--- src/rtl/rr_mux_pkg.sv ---
// Shared types and default sizing for the rr_mux output-register multiplexer.
package rr_mux_pkg;
  typedef enum logic {EMPTY = 1'b0, FULL = 1'b1} state_t;

  localparam int DEF_N_CH  = 4;
  localparam int DEF_WIDTH = 8;
endpackage

--- src/rtl/rr_arbiter.sv ---
// Rotating-priority search: one-hot grant to the first request found above ptr.
module rr_arbiter #(
  parameter int N_CH = 4
) (
  input  logic [N_CH-1:0]         req,
  input  logic [$clog2(N_CH)-1:0] ptr,
  input  logic                    en,
  output logic [N_CH-1:0]         grant
);
  localparam int PW = $clog2(N_CH);

  logic [PW-1:0] idx;
  logic          found;

  // Offsets 1..N_CH visit ptr+1 first and ptr itself last.
  always_comb begin
    grant = '0;
    found = 1'b0;
    idx   = '0;
    for (int k = 1; k <= N_CH; k++) begin
      idx = PW'((int'(ptr) + k) % N_CH);
      if (en && !found && req[idx]) begin
        grant[idx] = 1'b1;
        found      = 1'b1;
      end
    end
  end
endmodule

--- src/rtl/rr_mux.sv ---
// N_CH-to-1 mux into a single output register, fixed-select or round-robin.
// Optional transfer counter port enabled by macro RR_MUX_XFER_CNT_EN.
module rr_mux
  import rr_mux_pkg::*;
#(
  parameter int N_CH  = DEF_N_CH,
  parameter int WIDTH = DEF_WIDTH
) (
  input  logic                    clk,
  input  logic                    reset,
  input  logic [N_CH-1:0]         in_valid,
  input  logic [N_CH*WIDTH-1:0]   in_data,
  output logic [N_CH-1:0]         in_ready,
  input  logic                    mode,
  input  logic [$clog2(N_CH)-1:0] sel,
  output logic                    out_valid,
  output logic [WIDTH-1:0]        out_data,
  output logic [$clog2(N_CH)-1:0] out_ch,
  input  logic                    out_ready
`ifdef RR_MUX_XFER_CNT_EN
  ,
  output logic [15:0]             xfer_cnt
`endif
);
  localparam int PW = $clog2(N_CH);

  state_t            state, state_nx;
  logic [PW-1:0]     ptr;
  logic              free;
  logic [N_CH-1:0]   rr_grant, fix_grant;
  logic              gnt_any;
  logic [PW-1:0]     gnt_idx;
  logic [WIDTH-1:0]  gnt_data;

  // Reset blocks grants so nothing is accepted that the reset would then drop.
  assign free      = !reset && ((state == EMPTY) || out_ready);
  assign out_valid = (state == FULL);

  always_comb begin
    fix_grant = '0;
    if (!mode && free && (int'(sel) < N_CH) && in_valid[sel])
      fix_grant[sel] = 1'b1;
  end

  rr_arbiter #(.N_CH(N_CH)) u_arb (
    .req   (in_valid),
    .ptr   (ptr),
    .en    (free && mode),
    .grant (rr_grant)
  );

  assign in_ready = mode ? rr_grant : fix_grant;
  assign gnt_any  = |in_ready;

  always_comb begin
    gnt_idx = '0;
    for (int i = 0; i < N_CH; i++)
      if (in_ready[i]) gnt_idx = PW'(i);
  end

  assign gnt_data = in_data[int'(gnt_idx)*WIDTH +: WIDTH];

  always_comb begin
    state_nx = state;
    case (state)
      EMPTY:   if (gnt_any) state_nx = FULL;
      FULL:    if (out_ready && !gnt_any) state_nx = EMPTY;
      default: state_nx = EMPTY;
    endcase
  end

  always_ff @(posedge clk) begin
    if (reset) state <= EMPTY;
    else       state <= state_nx;
  end

  // ptr starts at N_CH-1 so the first round-robin search begins at channel 0.
  always_ff @(posedge clk) begin
    if (reset) begin
      out_data <= '0;
      out_ch   <= '0;
      ptr      <= PW'(N_CH - 1);
    end else if (gnt_any) begin
      out_data <= gnt_data;
      out_ch   <= gnt_idx;
      if (mode) ptr <= gnt_idx;
    end
  end

`ifdef RR_MUX_XFER_CNT_EN
  always_ff @(posedge clk) begin
    if (reset)
      xfer_cnt <= '0;
    else if (out_valid && out_ready && (xfer_cnt != 16'hFFFF))
      xfer_cnt <= xfer_cnt + 16'd1;
  end
`endif
endmodule

--- config.mk ---
export PLATFORM = sky130hd
export DESIGN_NAME = rr_mux
export DESIGN_NICKNAME = d
export VERILOG_FILES = /design/src/rtl/rr_mux_pkg.sv /design/src/rtl/rr_arbiter.sv /design/src/rtl/rr_mux.sv
export SDC_FILE = /design/constraint.sdc
export NUM_CORES = 1
export LEC_CHECK = 0
export ABC_CLOCK_PERIOD_IN_PS = 3750
export CORE_UTILIZATION = 41
export CTS_CLUSTER_SIZE = 25
export DETAILED_ROUTE_END_ITERATION = 10
export GPL_TIMING_DRIVEN = 0
export PLACE_DENSITY_LB_ADDON = 0.3
export SYNTH_ARGS = -nofsm -noshare
export SYNTH_HDL_FRONTEND = slang
export SYNTH_SLANG_ARGS = --single-unit
--- constraint.sdc ---
create_clock -name clk -period 3.75 [get_ports clk]
set_input_delay 0.9375 -clock clk [delete_from_list [all_inputs] [get_ports clk]]
set_output_delay 0.9375 -clock clk [all_outputs]
set_load 0.1 [all_outputs]
# Word level (Yosys, flattened, before mapping)
# Cells that the tools add are included.
[word_totals]
register_bits = 13
latchBits = 0
mem_bits_rw = 0
romBits = 0
out_inout_bits = 15
wordCells = 84
n_memories = 0
[classes]
n_addsub = 4
multipliers = 0
div_mod_pow = 0
magnitude_cmp = 10
eq_ne = 0
shift = 1
muxes = 35
n_bitwise = 4
n_reduce_logical = 26
[op_table]
columns = ["op", "count"]
rows = [
  ["variable part select 32 x 6 -> 8 bit", 1],
  ["two-way mux 4 bit", 6],
  ["logical AND 1 bit", 17],
  ["two-way mux 1 bit", 16],
  ["< comparator 2 x 3 -> 1 bit (second input constant)", 5],
  ["bitwise OR 4 bit", 3],
  ["binary-select mux 1 bit (select 2 bit)", 5],
  ["demux 1 bit (select 2 bit)", 5],
  [">= comparator 2 x 1 -> 1 bit (second input constant)", 5],
  ["zero test 1 bit", 6],
  ["adder 2 x 1 -> 2 bit (second input constant)", 2],
  ["adder 2 bit (second input constant)", 2],
  ["two-way mux 2 bit", 2],
  ["OR reduction 4 bit", 1],
  ["case mux 1 bit (2 select lines)", 1],
  ["AND reduction 2 bit", 1],
  ["logical OR 1 bit", 1],
  ["NOT 1 bit", 1],
]

# Depth between registers and ports, before layout
[depth]
ltp_word = 24
ltp_mapped = 12
depth_no_buf = 11

# Modules after synthesis
# From an unflattened synthesis, not the netlist that was laid out.
[unflattened]
hier_cells = 169
area_unflattened_um2 = 1412.6
[by_module_without_submodules]
columns = ["module", "instances", "cells_per_inst", "area_each_um2", "seq_area_each_um2"]
rows = [
  ["rr_mux", 1, 117, 1001.0, 260.2],
  ["rr_arbiter", 1, 52, 411.6, 0.0],
]

# Worst setup path after synthesis
# No wires, ideal clock.
[synth_timing]
path_type = "reg-to-output"
start = "register ptr[0]"
end = "output port in_ready[1]"
arrival_time_ns = 2.892
required_ns = 2.812
path_slack_ns = -0.080
path_stages_with_launch = 10
cell_sequence = "dfxtp_1 > buf_6 > inv_1 > ha_1 > mux2_4 > nand3b_1 > a21o_1 > nor3b_4 > a221oi_4 > inv_1"
[synth_between]
elab_chain_len = 18
[synth_lines]
columns = ["item", "line_no", "text"]
rows = [
  ["start, declared", "rr_mux.sv:28", "logic [PW-1:0] ptr;"],
  ["start signal, assigned", "rr_mux.sv:82", "ptr <= PW'(N_CH - 1);"],
  ["start signal, assigned", "rr_mux.sv:86", "if (mode) ptr <= gnt_idx;"],
  ["branches (longest 16 deep; another with < comparator 2 x 3 -> 1 bit)", "n/a", ""],
  ["two-way mux 4 bit *", "rr_arbiter.sv:22", "if (en && !found && req[idx]) begin"],
  ["two-way mux 4 bit *", "rr_mux.sv:52", "assign in_ready = mode ? rr_grant : fix_grant;"],
  ["end, declared", "rr_mux.sv:13", "output logic [N_CH-1:0] in_ready,"],
]
# Every way passes the cells marked *. The select of a mux whose other input is x is not followed.

# Worst setup path in the final report
[layout_timing]
start = "input port out_ready"
end = "output port in_ready[3]"
[layout_between]
elab_chain_len = 18
[layout_lines]
columns = ["item", "line_no", "text"]
rows = [
  ["start, declared", "rr_mux.sv:19", "input logic out_ready"],
  ["logical OR 1 bit *", "rr_mux.sv:36", "assign free = !reset && ((state == EMPTY) || out_ready);"],
  ["logical AND 1 bit *", "rr_mux.sv:36", ""],
  ["logical AND 1 bit", "rr_mux.sv:48", ".en (free && mode),"],
  ["logical AND 1 bit", "rr_arbiter.sv:22", ""],
  ["two-way mux 1 bit", "rr_arbiter.sv:22", ""],
  ["zero test 1 bit", "rr_arbiter.sv:22", ""],
  ["logical AND 1 bit (2 in a row)", "rr_arbiter.sv:22", ""],
  ["two-way mux 1 bit", "rr_arbiter.sv:22", ""],
  ["zero test 1 bit", "rr_arbiter.sv:22", ""],
  ["logical AND 1 bit (2 in a row)", "rr_arbiter.sv:22", ""],
  ["two-way mux 1 bit", "rr_arbiter.sv:22", ""],
  ["zero test 1 bit", "rr_arbiter.sv:22", ""],
  ["logical AND 1 bit (2 in a row)", "rr_arbiter.sv:22", ""],
  ["two-way mux 4 bit", "rr_arbiter.sv:22", ""],
  ["two-way mux 4 bit *", "rr_mux.sv:52", ""],
]
# Mark *: on every way between the ends. The rest lies on a longest branch, timed or not.

==> results.txt <==
The logs give 0.00319 sq mm for the full die area and -1.32 ns for the worst slack at placement. The worst pin sits at a relative slew slack of 33.8%. The library cell contributing the largest single delay on the critical path was clkdlybuf4s50_1.

The number of global-route vias before repair was 1256; the post-synth design cell area was 0.00122 sq mm. The worst hold path depth is 2. For the final database, setup skew stands at 0.0148 ns. For this run, the register share of the synthesized area comes to 21.4%. The final layout contains routed wiring with a total length of 3650 microns. Yosys attributes the largest share of cell area to dfxtp_1 21%, o221ai_2 9.9%, ha_1 8.2%. CTS placed an instance of clkbuf_4 at the clock tree root. The clock sink total came out at 13. Entering global routing, the biggest net connects 11 pins. Of the available clock period, the critical path in the final layout requires 98.6%.

The depth of the worst register-to-register path came out at 12. The min-delay analysis places its worst path in the category flop to flop. For the total negative slack for setup checks, the log shows 0 ns. The tools report the first-pass GRT wire length as 5830 microns. Setup repair after global routing could not meet its margin everywhere.

The count of cells in the finished layout, fillers not included, comes to 219. Count of endpoints failing hold in the final timing report: 0. Power comes to 737 uW. At the pin with the least slew margin, the transition time is 0.989 ns.

TritonCTS built the clock tree. The worst hold path terminates at out_ch[1]$_SDFFE_PP0P_. Traced cell by cell, the critical path runs through clkdlybuf4s50_1, nand2b_4, nand3_4, a211oi_2, a221o_1, a221oi_4, clkinv_4, buf_8, buf_12.

The count of maximum capacitance violations came out at 0. The top cell type's share of synthesized area is 21.4%. The critical path contains buffers and inverters numbering 4 combined. For this configuration, the core starts out at a cell density of 43.7%. The worst setup path is of the input port to output port kind.

In this run the critical register-to-register path is launched from ptr[1]$_SDFFE_PP1P_. The logs give 2.76 ns for the arrival time reported for the critical path endpoint and 345 uV for the worst-case vdd ir drop. During synthesis, Yosys emitted a total of 0 warnings.

From left edge to right edge, the die measures 56.5 microns. The smallest clock period supported by the final layout is computed as 3.70 ns. The die is 56.5 microns tall. The count of flip-flops with a built-in enable after synthesis came out at 0.

The worst path meets setup with 0.0525 ns of slack. The flow ran to the end, and the final reports show no timing, DRC or antenna violations. From synthesis to final layout, the design area changed by 66.7%. The top cell type by total area after synthesis is dfxtp_1.

After clock tree synthesis, the clock-pin slew on the worst setup and hold paths is 0.10 ns. The via count of the routed design was 1280; the number of logic stages on the critical path including buffering was 9. After technology mapping, the gate count stands at 116. The number of I/O port buffers came out at 55. In this run the remaining antenna-violating nets after routing total 0. Number of antenna violations at the first check in global routing: 0. For this run, asynchronously set or reset flops after synthesis account for 0%. For flop-to-flop paths, the worst setup slack is 0.80 ns. In the final design database the tool counted 239 nets.

The congestion estimate from routability-driven global placement came to 0.922. The number of H-tree levels was 1; the longest individual stage delay on the worst path was 0.43 ns. In the synthesized netlist the dominant register cell turns out to be dfxtp_1. The proportion of layout cells with a drive suffix above 1 works out to 34.6%.

For this design the top-level I/O count stands at 57. The run gives 0 as the hold-fix buffer count after cts. Of all nets on the critical path, the largest fanout is 10. For the max-slew violation total from the final report, the log shows 0. The startpoint identified for the worst hold timing path is out_ch[1]$_SDFFE_PP0P_. For the filler cell count in the final layout, the log shows 206.

The repair_antennas step left the layout with diodes totalling 0. Global-route total usage across every layer: 23.0%. In this run the critical register-to-register path is captured at out_data[5]$_SDFFE_PP0P_. The count of distinct cell types in the synthesized netlist is 41. The first detailed-routing pass took 5 iterations. After detailed routing, the number of vias per cell comes to 5.84. The cell row count is 19. The synthesized design contains 13 register bits. The maximum count of clock buffers along a single path is 2, and the highest achievable clock rate is 270 MHz. A synthesized cell averages 10.5 sq um.

Once detailed placement completed, the half-perimeter wirelength came to 2680 microns. For the total DRC errors in the routed layout, the log shows 0. The area of the placeable core was 0.00278 sq mm. After the first detailed-routing iteration, the DRC count stood at 52. The final setup violation count is 0, and the number of CTS-inserted buffers is 3.

Summed over all cells, the static leakage comes to 0.000771 uW. The number of placed instances, taps included, is 202. The worst setup path is launched from an input port.

For this design the ratio of total power to cell area is 364 mW/mm^2. The data required time at the worst endpoint was 2.81 ns. Broken down by cell family, the worst path's largest delay share belongs to buffers and inverters. The worst setup path is captured at an output port. After detailed routing, the average wire length per cell comes to 16.7 microns. The number of nets handed over by synthesis was 166. For the clock latency on the worst-skew pair, the log shows 0.29 ns. After global routing the overflow that remains totals 0.
## sequential cells by signal, summed over array words and instances, names as in the netlist
name	cells
out_ch	2
out_valid	1
out_data	8
ptr	2
## cell families (layout without fill, tap and decap cells)
kind of cell / Yosys count / in the layout / share of synthesized area (%)
flops: 13 / 13 / 21.4
simple gates: 29 / 29 / 17.4
compound gates: 47 / 47 / 39.0
mux: 6 / 6 / 7.41
buf+inv: 13 / 85 / 6.58
fa+ha+maj: 8 / 8 / 8.23
## where the power goes
part	leakage, uW	internal, uW	switching (uW)
sequential	0.000107	161	17.0
combinational	0.000647	166	301
clock	0.0000177	39.6	52.6
## synth_stat cells (2+ instances only)
library cell	number
a211oi_2	4
a21oi_1	9
a221o_1	4
a221oi_4	3
a22oi_1	9
buf_4	2
dfxtp_1	13
ha_1	8
inv_1	6
inv_2	2
mux2i_1	3
mux4_2	2
nand3_1	3
nand3b_1	2
nor2_1	8
o21ai_1	5
o221ai_1	2
o221ai_2	8
## tightest hold or removal path, cell delays in order, from the launching register on
cell and delay (ns):
dfxtp_1 0.32, nand3_1 0.06, a21oi_1 0.06
## how the worst max path moves through the flow
stage / to / startpoint
finish: in_ready[3] / out_ready
global route: in_ready[3] / out_ready
floorplan: in_ready[1] / ptr[0]$_SDFFE_PP1P_
detailed placement: in_ready[3] / in_valid[1]
CTS: in_ready[3] / out_ready
global placement: in_ready[3] / in_valid[1]
## metrics by stage
step	utilization, %	cell area (sq um)	hold slack (ns)
2_1_floorplan	-	1220	0.679
3_3_place_gp	65.0	1810	0.455
3_5_place_dp	65.0	1810	0.479
4_1_cts	70.7	1970	0.489
5_1_grt	72.9	2030	0.539
6_report	72.9	2030	0.488
## timing repair
action                                 CTS  global route
setup endpoints to repair                4             4
endpoints found under the hold margin    0             0
gates resized for setup                 47             7
pin swaps                                6             4
setup buffers                            8             6
## placed cells by master, fill, tap and decap left out, types with 3 or more instances in the layout
cell	synthesis	final
mux2i_1	3	3
a221o_1	4	4
a22oi_1	9	9
clkbuf_4	0	3
a21oi_1	9	8
o21ai_1	5	5
nor2_1	8	8
a221oi_4	3	4
dfxtp_1	13	11
o221ai_2	8	8
dlygate4sd2_1	0	3
inv_1	6	4
a211oi_2	4	5
clkdlybuf4s50_1	0	46
buf_4	2	16
ha_1	8	7
## cell type report
type / instances / area, sq um / share of cell area [%]
flip-flops and latches: 13 / 268 / 13.2
clock buffers: 3 / 22.5 / 1.11
inverters: 9 / 46.3 / 2.28
well taps: 31 / 38.8 / 1.91
multi-input cells: 90 / 938 / 46.3
clock inverters: 1 / 5.00 / 0.247
repair buffers: 69 / 678 / 33.5
plain buffers: 3 / 30.0 / 1.48
## routing by layer
layer  wire length (microns)  track usage (%)
met3                     255             5.07
met1                    1480             27.2
met2                    1890             42.2
met5                       0                0
met4                      21             4.53
Note: power is estimated with default switching activity, not from simulation.
==> variant: new RTL, same settings <==
Add an input register stage for `mode`, without a reset; this delays it by one clock. The other inputs are not delayed to match.
--- a/src/rtl/rr_mux.sv
+++ b/src/rtl/rr_mux.sv
@@ -24,6 +24,12 @@
 );
   localparam int PW = $clog2(N_CH);
 
+  logic mode_q;
+
+  always_ff @(posedge clk) begin
+    mode_q <= mode;
+  end
+
   state_t            state, state_nx;
   logic [PW-1:0]     ptr;
   logic              free;
@@ -38,18 +44,18 @@
 
   always_comb begin
     fix_grant = '0;
-    if (!mode && free && (int'(sel) < N_CH) && in_valid[sel])
+    if (!mode_q && free && (int'(sel) < N_CH) && in_valid[sel])
       fix_grant[sel] = 1'b1;
   end
 
   rr_arbiter #(.N_CH(N_CH)) u_arb (
     .req   (in_valid),
     .ptr   (ptr),
-    .en    (free && mode),
+    .en    (free && mode_q),
     .grant (rr_grant)
   );
 
-  assign in_ready = mode ? rr_grant : fix_grant;
+  assign in_ready = mode_q ? rr_grant : fix_grant;
   assign gnt_any  = |in_ready;
 
   always_comb begin
@@ -83,7 +89,7 @@
     end else if (gnt_any) begin
       out_data <= gnt_data;
       out_ch   <= gnt_idx;
-      if (mode) ptr <= gnt_idx;
+      if (mode_q) ptr <= gnt_idx;
     end
   end
 
Behaviour: not the same (a bounded check fails within 4 cycles, from zero or initial values and one cycle with reset high).
==> variant against the unedited design <==
The run now ends with setup timing left; sequential cell count rose by 1; area after synthesis fell by 8.8%; count of clock-buffer cells in the layout rose by 1; total power rose by 0.75%; routed wire length rose by 8.6%; setup slack got worse by 0.19 ns; die area fell by 8.5%; first-iteration DRC count fell by 69%; design area fell by 3.9%; register-to-register slack got worse by 0.50 ns; critical endpoint is now in_ready[1].
==> variant: results (changes against the unedited design) <==
Critical path
  • Crit path launch type: flop
  • Critical path peak fanout: 4 (-6)
  • Crit path arrival time: 2.95 ns (+0.19 ns)
  • Reg-to-Reg End: out_data[1]$_SDFFE_PP0P_
  • Path depth of the worst reg2reg path: 13 (+1)
  • Critical Path End: in_ready[1]

Place
  • Post-Place Setup Slack: -1.89 ns (-0.569 ns)
  • Post-Place Cells: 207 (+2.5%)
  • DP Area: 1770 um^2 (-2.4%)
  • Post-DP HPWL: 2630 um (-2.0%)
  • GPL Wtd Cong: 1.03 (+11%)

Detailed routing
  • Wirelength, routed: 3960 um (+8.6%)
  • Vias/cell: 5.95 (+1.7%)
  • Met1 wire length: 1570 um (+6.4%)
  • WL met2: 2080 um (+10%)
  • Drt pass-1 iters: 4 (-1)
  • 1st-iter DRT viols: 16 (-69%)

STA
  • Final setup TNS: -0.388 ns (-0.388 ns)
  • Worst Setup Slack, final: -0.136 ns (-0.188 ns)
  • Worst hold slack: 0.488 ns (-0.000345 ns)
  • Count of final setup violators: 4 (+4)
  • Clock skew: 0.0141 ns (-0.000676 ns)

Power and ir drop
  • Leakage power: 0.725 nW (-6.1%)
  • Worst VDD drop: 0.000347 V (+0.63%)
  • Sw Ratio: 0.476 (-0.0266)
  • PD cells: 381 nW/um^2 (+4.8%)
  • Combinational Power Share: 0.600 (-0.034)

Synth
  • Mapped Nets: 171 (+3.0%)
  • Synth top area cells: dfxtp_1 (25%), ha_1 (9.0%), o221ai_1 (7.1%), mux4_2 (6.1%), a21oi_1 (5.9%)
  • Sequential share of the synthesized area: 0.253 (+0.0388)
  • Synth cell count leaders: dfxtp_1 (14), a21oi_1 (13), o221ai_1 (9)
  • Cells after Synth: 121 (+4.3%)
  • Yosys cell types: 38 (-7.3%)

Clock network
  • TritonCTS Buffers: 3 (unchanged)

Run status
  • Failing checks: setup timing
  • Outcome: finished with violations

Finish
  • FILL cells: 175 (-15%)
  • Fin nets: 245 (+2.5%)
  • Layout cells sized above 1: 0.273 (-0.0725)

Global routing
  • Largest net degree at the start of global routing: 15 (+4)
  • Total GRT Usage: 0.292 (+0.0618)
==> variant: changes by cell type in the layout (fill, tap and decap cells not counted), sizes merged, moves of 3 or more <==
| cell | unedited run | this run |
|---|---|---|
| a221o | 4 | 1 |
| a31oi | 0 | 3 |
| a21oi | 9 | 13 |
| nor2 | 11 | 8 |
| mux2i | 3 | 0 |
| inv | 6 | 2 |
| buf | 21 | 26 |
| nand2 | 2 | 7 |
| a221oi | 4 | 0 |
==> variant: area by class of cell <==
type	count	area [um^2]	share of cell area
inverter	7	53.8	0.0276
timing repair buffer	74	726	0.373
clock buffer	4	36.3	0.0186
sequential	14	288	0.148
multi-input combinational	94	803	0.412
tap	30	37.5	0.0193
buffer	1	3.75	0.00193
==> variant: worst max-delay path, cell delays in order, from the launching register on <==
cell and delay (ns):
dfxtp_4 0.38, clkinvlp_4 0.12, ha_4 0.30, mux4_2 0.52, or4_4 0.47, nor4b_4 0.28
buf_4 0.18, buf_6 0.11, a211oi_4 0.06, clkinvlp_4 0.09, buf_12 0.16
==> variant: kinds of logic (layout without fill, tap and decap cells) <==
kind of cell / Yosys count / after routing / synth area share
AO/OA/AOI/OAI: 49 / 49 / 0.312
adder cells (fa/ha/maj): 8 / 8 / 0.0903
buffers and inverters: 13 / 86 / 0.0587
flip-flops: 14 / 14 / 0.253
multiplexers: 4 / 4 / 0.0847
AND/OR/NAND/NOR: 33 / 33 / 0.202
==> variant: routing by layer <==
metal,GRT usage,up-vias
li1,-,620
met1,0.330,641
met2,0.508,60
met3,0.0734,11
met4,0.137,0
met5,0,-
==> variant: what timing repair did <==
item                       4_1_cts  5_1_grt
pin swaps                        8        3
setup endpoints to repair       13        4
gates resized for setup         66        0
setup buffers                   15        3
cloned                           0        0
